===== src/rtl/ifu_next_pc_if.sv =====
// Fetch-stage next-PC bundle: D-stage control fields in, fetch address and status out.
// Branch statistics outputs exist only when IFU_BRANCH_STATS_EN is defined.
interface ifu_next_pc_if;
   logic        stall;
   logic        fetch_ready;
   logic [31:0] d_pc;
   logic        br_en;
   logic        judge;
   logic [15:0] imm16;
   logic        j_en;
   logic [25:0] instr_index;
   logic        jr_en;
   logic [31:0] jr_target;
   logic [31:0] pc;
   logic [31:0] pc_plus8;
   logic        redirect;
   logic        pending;
`ifdef IFU_BRANCH_STATS_EN
   logic [31:0] br_count;
   logic [31:0] br_taken_count;

   modport master (
      output stall, fetch_ready, d_pc, br_en, judge, imm16, j_en, instr_index, jr_en, jr_target,
      input  pc, pc_plus8, redirect, pending, br_count, br_taken_count
   );
   modport slave (
      input  stall, fetch_ready, d_pc, br_en, judge, imm16, j_en, instr_index, jr_en, jr_target,
      output pc, pc_plus8, redirect, pending, br_count, br_taken_count
   );
`else
   modport master (
      output stall, fetch_ready, d_pc, br_en, judge, imm16, j_en, instr_index, jr_en, jr_target,
      input  pc, pc_plus8, redirect, pending
   );
   modport slave (
      input  stall, fetch_ready, d_pc, br_en, judge, imm16, j_en, instr_index, jr_en, jr_target,
      output pc, pc_plus8, redirect, pending
   );
`endif
endinterface


===== src/rtl/ifu_next_pc.sv =====
// Fetch PC register / next-PC generator with one-slot branch delay and pending-redirect hold.
// Optional macro IFU_BRANCH_STATS_EN adds branch and taken-branch counters.
module ifu_next_pc #(
   parameter logic [31:0] RESET_PC = 32'h0000_3000,
   parameter int unsigned PC_W     = 32
) (
   input  logic          clk,
   input  logic          reset,
   ifu_next_pc_if.slave  bus
);

   typedef enum logic {RUN, HOLD_REDIR} state_t;

   state_t          r_state;
   logic [PC_W-1:0] r_pc;
   logic [PC_W-1:0] r_pend_tgt;
   logic            r_pending;

   logic [PC_W-1:0] w_seq_d;
   logic [PC_W-1:0] w_br_tgt;
   logic [PC_W-1:0] w_j_tgt;
   logic [PC_W-1:0] w_target;
   logic            w_taken;
   logic            w_redirect;

   assign w_seq_d  = bus.d_pc + PC_W'(4);
   assign w_br_tgt = w_seq_d + {{(PC_W-18){bus.imm16[15]}}, bus.imm16, 2'b00};
   assign w_j_tgt  = {w_seq_d[PC_W-1 -: 4], bus.instr_index, 2'b00};
   assign w_taken  = bus.jr_en | bus.j_en | (bus.br_en & bus.judge);
   assign w_redirect = ~bus.stall & w_taken;

   always_comb begin
      w_target = w_br_tgt;
      if (bus.jr_en)     w_target = bus.jr_target;
      else if (bus.j_en) w_target = w_j_tgt;
   end

   // The delay slot sits at r_pc; a redirect only lands once that slot has been accepted.
   always_ff @(posedge clk or negedge reset) begin
      if (!reset) begin
         r_state    <= RUN;
         r_pc       <= RESET_PC;
         r_pend_tgt <= '0;
         r_pending  <= 1'b0;
      end else begin
         case (r_state)
            RUN: begin
               if (!bus.stall) begin
                  if (bus.fetch_ready) begin
                     r_pc <= w_redirect ? w_target : r_pc + PC_W'(4);
                  end else if (w_taken) begin
                     r_pend_tgt <= w_target;
                     r_state    <= HOLD_REDIR;
                     r_pending  <= 1'b1;
                  end
               end
            end
            HOLD_REDIR: begin
               if (!bus.stall && bus.fetch_ready) begin
                  r_pc      <= r_pend_tgt;
                  r_state   <= RUN;
                  r_pending <= 1'b0;
               end
            end
            default: begin
               r_state   <= RUN;
               r_pending <= 1'b0;
            end
         endcase
      end
   end

   assign bus.pc       = r_pc;
   assign bus.pc_plus8 = bus.d_pc + PC_W'(8);
   assign bus.redirect = w_redirect;
   assign bus.pending  = r_pending;

`ifdef IFU_BRANCH_STATS_EN
   logic [31:0] r_br_count;
   logic [31:0] r_br_taken_count;

   always_ff @(posedge clk or negedge reset) begin
      if (!reset) begin
         r_br_count       <= '0;
         r_br_taken_count <= '0;
      end else if (!bus.stall && bus.br_en) begin
         r_br_count <= r_br_count + 32'd1;
         if (bus.judge) r_br_taken_count <= r_br_taken_count + 32'd1;
      end
   end

   assign bus.br_count       = r_br_count;
   assign bus.br_taken_count = r_br_taken_count;
`endif

endmodule


===== src/flat_wrapper.sv =====
// flat-port wrapper written by rule: the top's interface ports become plain ports
module ifu_next_pc_flat 
#(
   parameter logic [31:0] RESET_PC = 32'h0000_3000,
   parameter int unsigned PC_W     = 32
)
  (clk, reset, bus_stall, bus_fetch_ready, bus_d_pc, bus_br_en, bus_judge, bus_imm16, bus_j_en, bus_instr_index, bus_jr_en, bus_jr_target, bus_pc, bus_pc_plus8, bus_redirect, bus_pending);
  ifu_next_pc_if bus_i ();
  input  logic clk;
  input  logic reset;
  input wire logic [$bits(bus_i.stall)-1:0] bus_stall;
  input wire logic [$bits(bus_i.fetch_ready)-1:0] bus_fetch_ready;
  input wire logic [$bits(bus_i.d_pc)-1:0] bus_d_pc;
  input wire logic [$bits(bus_i.br_en)-1:0] bus_br_en;
  input wire logic [$bits(bus_i.judge)-1:0] bus_judge;
  input wire logic [$bits(bus_i.imm16)-1:0] bus_imm16;
  input wire logic [$bits(bus_i.j_en)-1:0] bus_j_en;
  input wire logic [$bits(bus_i.instr_index)-1:0] bus_instr_index;
  input wire logic [$bits(bus_i.jr_en)-1:0] bus_jr_en;
  input wire logic [$bits(bus_i.jr_target)-1:0] bus_jr_target;
  output wire logic [$bits(bus_i.pc)-1:0] bus_pc;
  output wire logic [$bits(bus_i.pc_plus8)-1:0] bus_pc_plus8;
  output wire logic [$bits(bus_i.redirect)-1:0] bus_redirect;
  output wire logic [$bits(bus_i.pending)-1:0] bus_pending;
  assign bus_i.stall = bus_stall;
  assign bus_i.fetch_ready = bus_fetch_ready;
  assign bus_i.d_pc = bus_d_pc;
  assign bus_i.br_en = bus_br_en;
  assign bus_i.judge = bus_judge;
  assign bus_i.imm16 = bus_imm16;
  assign bus_i.j_en = bus_j_en;
  assign bus_i.instr_index = bus_instr_index;
  assign bus_i.jr_en = bus_jr_en;
  assign bus_i.jr_target = bus_jr_target;
  assign bus_pc = bus_i.pc;
  assign bus_pc_plus8 = bus_i.pc_plus8;
  assign bus_redirect = bus_i.redirect;
  assign bus_pending = bus_i.pending;
  ifu_next_pc #(.RESET_PC(RESET_PC), .PC_W(PC_W)) u_core (.clk(clk), .reset(reset), .bus(bus_i));
endmodule

===== config.mk =====
export PLATFORM = sky130hd
export DESIGN_NAME = ifu_next_pc_flat
export DESIGN_NICKNAME = d
export VERILOG_FILES = /design/src/rtl/ifu_next_pc_if.sv /design/src/rtl/ifu_next_pc.sv /design/src/flat_wrapper.sv
export SDC_FILE = /design/constraint.sdc
export NUM_CORES = 1
export LEC_CHECK = 0
export BUFFER_PORTS_ARGS = -buffer_cell sky130_fd_sc_hd__buf_2
export CAP_MARGIN = 20
export CORE_MARGIN = 2
export CORE_UTILIZATION = 45
export CTS_BUF_LIST = sky130_fd_sc_hd__clkbuf_8
export CTS_CLUSTER_SIZE = 28
export DETAILED_ROUTE_END_ITERATION = 10
export PLACE_DENSITY = 0.74
export SYNTH_ARGS = -nofsm -noshare
export SYNTH_HDL_FRONTEND = slang
export SYNTH_SLANG_ARGS = --single-unit
export TNS_END_PERCENT = 5

===== constraint.sdc =====
create_clock -name clk -period 4 [get_ports clk]
set_clock_uncertainty 0.1 [all_clocks]
set_input_delay 0.2 -clock clk [delete_from_list [all_inputs] [get_ports clk]]
set_output_delay 0.2 -clock clk [all_outputs]
set_load 0.02 [all_outputs]

==> results of run 1 <==
## cells by family after synthesis
family,synth area share
buffers and inverters,0.05584
AO/OA/AOI/OAI,0.2712
adder cells (fa/ha/maj),0.06884
XOR/XNOR,0.1141
multiplexers,0.009886
flip-flops,0.2420
AND/OR/NAND/NOR,0.2382
## report_power, final
part           internal, mW  total (mW)  switching, mW
clock                 0.232       0.488          0.256
sequential            0.849        1.03          0.185
combinational         0.468        1.17          0.705
## routing by layer
layer | up-vias | track usage
met3 | 35 | 0.02764
li1 | 3591 | -
met5 | - | 0
met4 | 0 | 0.08403
met1 | 3295 | 0.3461
met2 | 318 | 0.4149
## worst paths after layout
path,startpoint,endpoint,slack [ps],cells after the start
min in group asynchronous,reset,u_core.r_pend_tgt[9],170,2
max,bus_d_pc[3],u_core.bus.pc[30],380,16
min reg2reg,u_core.r_pend_tgt[13],u_core.r_pend_tgt[13],380,2
min,bus_jr_target[15],u_core.r_pend_tgt[15],80,3
max in group asynchronous,reset,u_core.r_pend_tgt[28],2650,3
max reg2reg,u_core.bus.pc[4],u_core.bus.pc[25],1460,8
## state kept, by name, summed over array words and instances, names as in the netlist
register	count
u_core.r_state	1
u_core.bus.pending	1
u_core.bus.pc	32
u_core.r_pend_tgt	32
## cells in the final DEF, fill, tap and decap left out, types with 7 or more instances in the layout
cell,instances
clkbuf_8,10
o21a_1,11
buf_2,179
nand2_1,117
inv_1,18
o21ai_0,92
nand3_1,41
o211ai_1,10
o21ai_1,9
xnor2_1,46
a21oi_1,75
nand4_1,25
and3_1,18
buf_4,23
nor3_1,17
dfrtp_1,64
a31oi_1,8
a211oi_1,11
xor2_1,43
nor2_1,79
o22ai_1,7
ha_1,36
o31ai_1,9
a21o_1,14
## final cells by class
class / instances / area (µm²)
clock buffers: 10 / 137.6
inverters: 15 / 56.30
fillers: 1476 / 7042
well taps: 188 / 235.2
diodes: 1 / 2.502
flip-flops and latches: 66 / 1654
clock inverters: 6 / 26.28
multi-input cells: 766 / 4801
repair buffers: 203 / 1079
## cells in the mapped netlist (10+ instances only)
cell type	count	area, µm²
a211oi_1	11	82.58
a21o_1	14	105.1
a21oi_1	75	375.4
and3_1	18	112.6
clkbuf_1	33	123.9
dfrtp_1	64	1602
ha_1	36	450.4
inv_1	15	56.30
nand2_1	117	439.2
nand3_1	41	205.2
nand4_1	25	156.4
nor2_1	79	296.5
nor3_1	17	85.08
o211ai_1	10	75.07
o21a_1	11	82.58
o21ai_0	92	460.4
xnor2_1	46	402.9
xor2_1	43	376.6
## worst max-delay path, delay by kind of cell
family          cells  cell delay (ps)
compound gates      4              980
xor+xnor            1              130
fa+ha+maj           2              520
buf+inv             1              150
mux                 1              330
simple gates        7             1440
## repair_timing
action | CTS | global route
hold endpoints to repair | 14 | 0
hold buffers | 1 | 0
endpoints found under the setup margin | 0 | 0
==> out/results.tsv, run 1 <==
metric	value	unit
metal3 WL	1371	µm
CP peak stage delay	350	ps
Die Ht	127.2	µm
Max-Cap Viols	0	
Placed Cells	1237	
VDD IR max	0.0001674	V
Post-DP HPWL	16040	µm
register bit total from synthesis	66	
Worst Path Arrival	3730	ps
Total Power	2.695	mW
gpl congestion	0.8878	
Syn Inst Count	904	
WS Path Type	input pin to flop	
max-slew headroom at the worst pin	0.3548	
setup TNS	0	ps
Synth async-reset ratio	1.000	
Routed Wire Length	20660	µm
count of cell types in the netlist	80	
pre-CTS WS	45.93	ps
met2 routed WL	9439	µm
Pwr Density	337.3	mW/mm²
clk buf depth	2	
vias in the first global route	6719	
Final ANT Viol Nets	0	
worst hold slack	80.25	ps
clk slew on worst S/H paths	80	ps
Final Slew Violations	0	
Layout Utilization	0.5316	
via-per-instance ratio	5.768	
fin cells	1255	
first-pass GRT wire length	33560	µm
worst-margin pin slew	967.7	ps
Met1 Wirelength	9330	µm
syn_area_per_cell	7.560	µm²
initial DRC count	801	
CP required	4100	ps
Hold Path Class	input pin to flop	
Skew-Pair Late Insertion Delay	360	ps
CTS tree	yes	
initial cell density of the core	0.4546	
Setup crit end kind	flop	
Period minus WS final	3624	ps
Fin. Hold Viols	0	
die area	0.01619	mm²
WL/cell	16.46	µm
PostCTS Resize Cnt	0	
register area share after synthesis	0.2420	
share of cells above drive strength 1	0.2308	
Critical-path top delay cell	a221oi_2	
RSZ-0062 raised after global routing	no	
postcts setup bufs	0	
worst setup slack after layout	376.0	ps
number of port buffers	179	
Final Setup Violations	0	
TritonRoute pass-1 iters	5	
status	finished clean	
Leak Pwr	3.634	nW
Final Cell Area	0.007991	mm²
root buffer cell	clkbuf_8	
crit share post-route	0.9060	
initial antenna violation count	1	
post-synthesis cell area	0.006834	mm²
fmax	0.2759	GHz
grt ovf	0	
syn nets	1055	
cts bufs inserted	9	
highest net fanout along the worst path	7	
num ports	180	
Startpoint Class	input pin	
DP Area	0.007815	mm²
P&R area growth vs syn	16.94	%
number of synthesis warnings	0	
DRC	0	
die extent in x	127.2	µm
Post-synth EDFFs	0	
total track usage	0.2516	
vias	7239	
max layer used	met4	
CTS H-tree depth	3	
largest net degree at the start of global routing	53	
nets@finish	1212	
Rows	45	
Core Region	0.01503	mm²
crit-path cells	buf_2 > ha_1 > and3_1 > nand3_1 > nor3_1 > nand2_1 > xnor2_1 > ha_1 > and4_1 > nor3b_2 > nand4_1 > o211a_1 > o221ai_2 > mux2_4 > a221oi_2 > a21oi_1	
Worst path most repeated cell	ha_1	
clock sink count	66	
predominant post-synthesis flop cell	dfrtp_1	
Note: power is estimated with default switching activity, not from simulation.
==> run 2, diff against run 1 <==
--- a/config.mk
+++ b/config.mk
@@ -9,7 +9,7 @@
 export CAP_MARGIN = 20
 export CORE_MARGIN = 2
 export CORE_UTILIZATION = 45
-export CTS_BUF_LIST = sky130_fd_sc_hd__clkbuf_8
+export CTS_BUF_LIST = sky130_fd_sc_hd__clkbuf_16
 export CTS_CLUSTER_SIZE = 28
 export DETAILED_ROUTE_END_ITERATION = 10
 export PLACE_DENSITY = 0.74
==> run 2 against run 1 <==
Compared with the run above: cell area is 1.1% higher; global-route usage is 0.17 points higher; wire length is 0.36% higher; critical path depth stayed put; total power is 7.6% higher; combinational power hardly changed; sequential share of layout area is 0.23 points lower; worst setup slack worse by 35 ps; sequential power hardly changed; critical path type unchanged; critical endpoint unchanged.
==> out/results.tsv, run 2 (synthesis results as in run 1) <==
metric	value	unit	change
RSZ-0062 raised after global routing	no		
number of port buffers	179		unchanged
initial DRC count	836		+4.4%
Max-Cap Viols	0		unchanged
commonest non-fill, non-tap cell in the layout	buf_2		
via-per-instance ratio	5.810		+0.73%
Skew-Pair Late Insertion Delay	340	ps	-20 ps
WL/cell	16.52	µm	+0.36%
clk slew on worst S/H paths	50	ps	-30 ps
clk buf depth	2		unchanged
VDD IR max	0.0002421	V	+45%
Startpoint Class	input pin		
Core Region	0.01503	mm²	unchanged
die area	0.01619	mm²	unchanged
Setup crit end kind	flop		
total track usage	0.2532		+0.001650
Final Cell Area	0.008083	mm²	+1.1%
CP required	4080	ps	-20 ps
max-slew headroom at the worst pin	0.3557		+0.0008930
P&R area growth vs syn	18.27	%	
Final ANT Viol Nets	0		unchanged
CP peak stage delay	350	ps	about the same
Routed Wire Length	20740	µm	+0.36%
DRC	0		unchanged
PostCTS Resize Cnt	0		unchanged
commonest cells after routing, fill and taps aside	179 x buf_2, 117 x nand2_1, 92 x o21ai_0, 79 x nor2_1, 75 x a21oi_1		
WS Path Type	input pin to flop		
Final Setup Violations	0		unchanged
Worst Path Arrival	3740	ps	about the same
clock sink count	66		unchanged
status	finished clean		
Post-DP HPWL	16040	µm	unchanged
largest net degree at the start of global routing	53		unchanged
worst setup slack after layout	340.9	ps	-35.08 ps
hold_buf cts	1		unchanged
highest net fanout along the worst path	7		unchanged
nets@finish	1212		unchanged
Period minus WS final	3659	ps	+35.08 ps
first-pass GRT wire length	33710	µm	+0.43%
pre-CTS WS	45.93	ps	unchanged
root buffer cell	clkbuf_16		
cell family with most CP delay	simple AND/OR/NAND/NOR gates		
fmax	0.2733	GHz	-0.96%
Die Ht	127.2	µm	unchanged
cts bufs inserted	9		unchanged
Leak Pwr	3.674	nW	+1.1%
Hold Path Class	input pin to flop		
num ports	180		unchanged
crit share post-route	0.9148		+0.008770
Rows	45		unchanged
die extent in x	127.2	µm	unchanged
Pwr Density	358.6	mW/mm²	+6.3%
vias	7292		+0.73%
grt ovf	0		unchanged
Final Slew Violations	0		unchanged
initial cell density of the core	0.4546		unchanged
fillcell total	1470		-0.41%
Fin. Hold Viols	0		unchanged
vias in the first global route	6750		+0.46%
gpl congestion	0.8878		unchanged
CTS tree	yes		
initial antenna violation count	1		unchanged
postcts setup bufs	0		unchanged
Worst path most repeated cell	ha_1		
DP Area	0.007815	mm²	unchanged
worst-margin pin slew	966.4	ps	-1.338 ps
share of cells above drive strength 1	0.2298		-0.0009381
TritonRoute pass-1 iters	6		+1
Critical-path top delay cell	a221oi_2		
CTS H-tree depth	3		unchanged
Layout Utilization	0.5377		+0.006075
setup TNS	0	ps	unchanged
crit-path cells	buf_2 > ha_1 > and3_1 > nand3_1 > nor3_1 > nand2_1 > xnor2_1 > ha_1 > and4_1 > nor3b_2 > nand4_1 > o211a_1 > o221ai_2 > mux2_4 > a221oi_2 > a21oi_1		
Total Power	2.899	mW	+7.6%
Crit path buffers/inverters	1		unchanged
-- run 2: changes by cell type in the layout (fill, tap and decap cells not counted) --
cell	previous run	this run
clkbuf_8	10	0
clkinv_1	0	1
clkbuf_16	0	9
-- run 2: final timing paths --
path                                       startpoint  cells past startpoint                    end  slack (ps)
worst max-delay path                      bus_d_pc[3]                     16      u_core.bus.pc[30]         340
worst max register to register       u_core.bus.pc[4]                      8      u_core.bus.pc[27]        1440
worst min register to register  u_core.r_pend_tgt[13]                      2  u_core.r_pend_tgt[13]         370
max in group asynchronous                       reset                      3      u_core.bus.pc[15]        2630
worst min-delay path                 bus_jr_target[3]                      3   u_core.r_pend_tgt[3]         100
min in group asynchronous                       reset                      2   u_core.r_pend_tgt[9]         200
-- run 2: per-layer routing --
layer,GRT usage,share of wire,up-vias,wire length [µm]
met5,0,0,-,0
met4,0.08597,0.024,0,497
met3,0.02931,0.066,37,1363
met2,0.4213,0.46,340,9550
met1,0.3439,0.45,3322,9325
li1,-,-,3593,-
-- run 2: final cells by class --
cell class | instances | area (µm²) | area share
Antenna cell | 1 | 2.502 | 0.0003096
Clock buffer | 9 | 225.2 | 0.02786
Clock inverter | 7 | 30.03 | 0.003715
Inverter | 15 | 56.30 | 0.006966
Multi-Input combinational cell | 766 | 4801 | 0.5940
Sequential cell | 66 | 1654 | 0.2046
Tap cell | 188 | 235.2 | 0.02910
Timing Repair Buffer | 203 | 1079 | 0.1334
-- run 2: tightest hold or removal path, cell delays in order --
cell and delay, ps:
buf_2 80, a21oi_1 90, o21ai_0 130
-- run 2: per-stage QoR --
stage | std cells | hold slack [ps]
2_1_floorplan | 904 | -195.6
3_3_place_gp | 1237 | 26.04
3_5_place_dp | 1237 | 21.53
4_1_cts | 1254 | 95.11
5_1_grt | 1255 | 106.8
6_report | 1255 | 101.6
-- run 2: power breakdown --
part	total (mW)	switching, mW	internal, mW
registers	1.03	0.184	0.851
clock network	0.690	0.284	0.406
logic	1.17	0.706	0.468
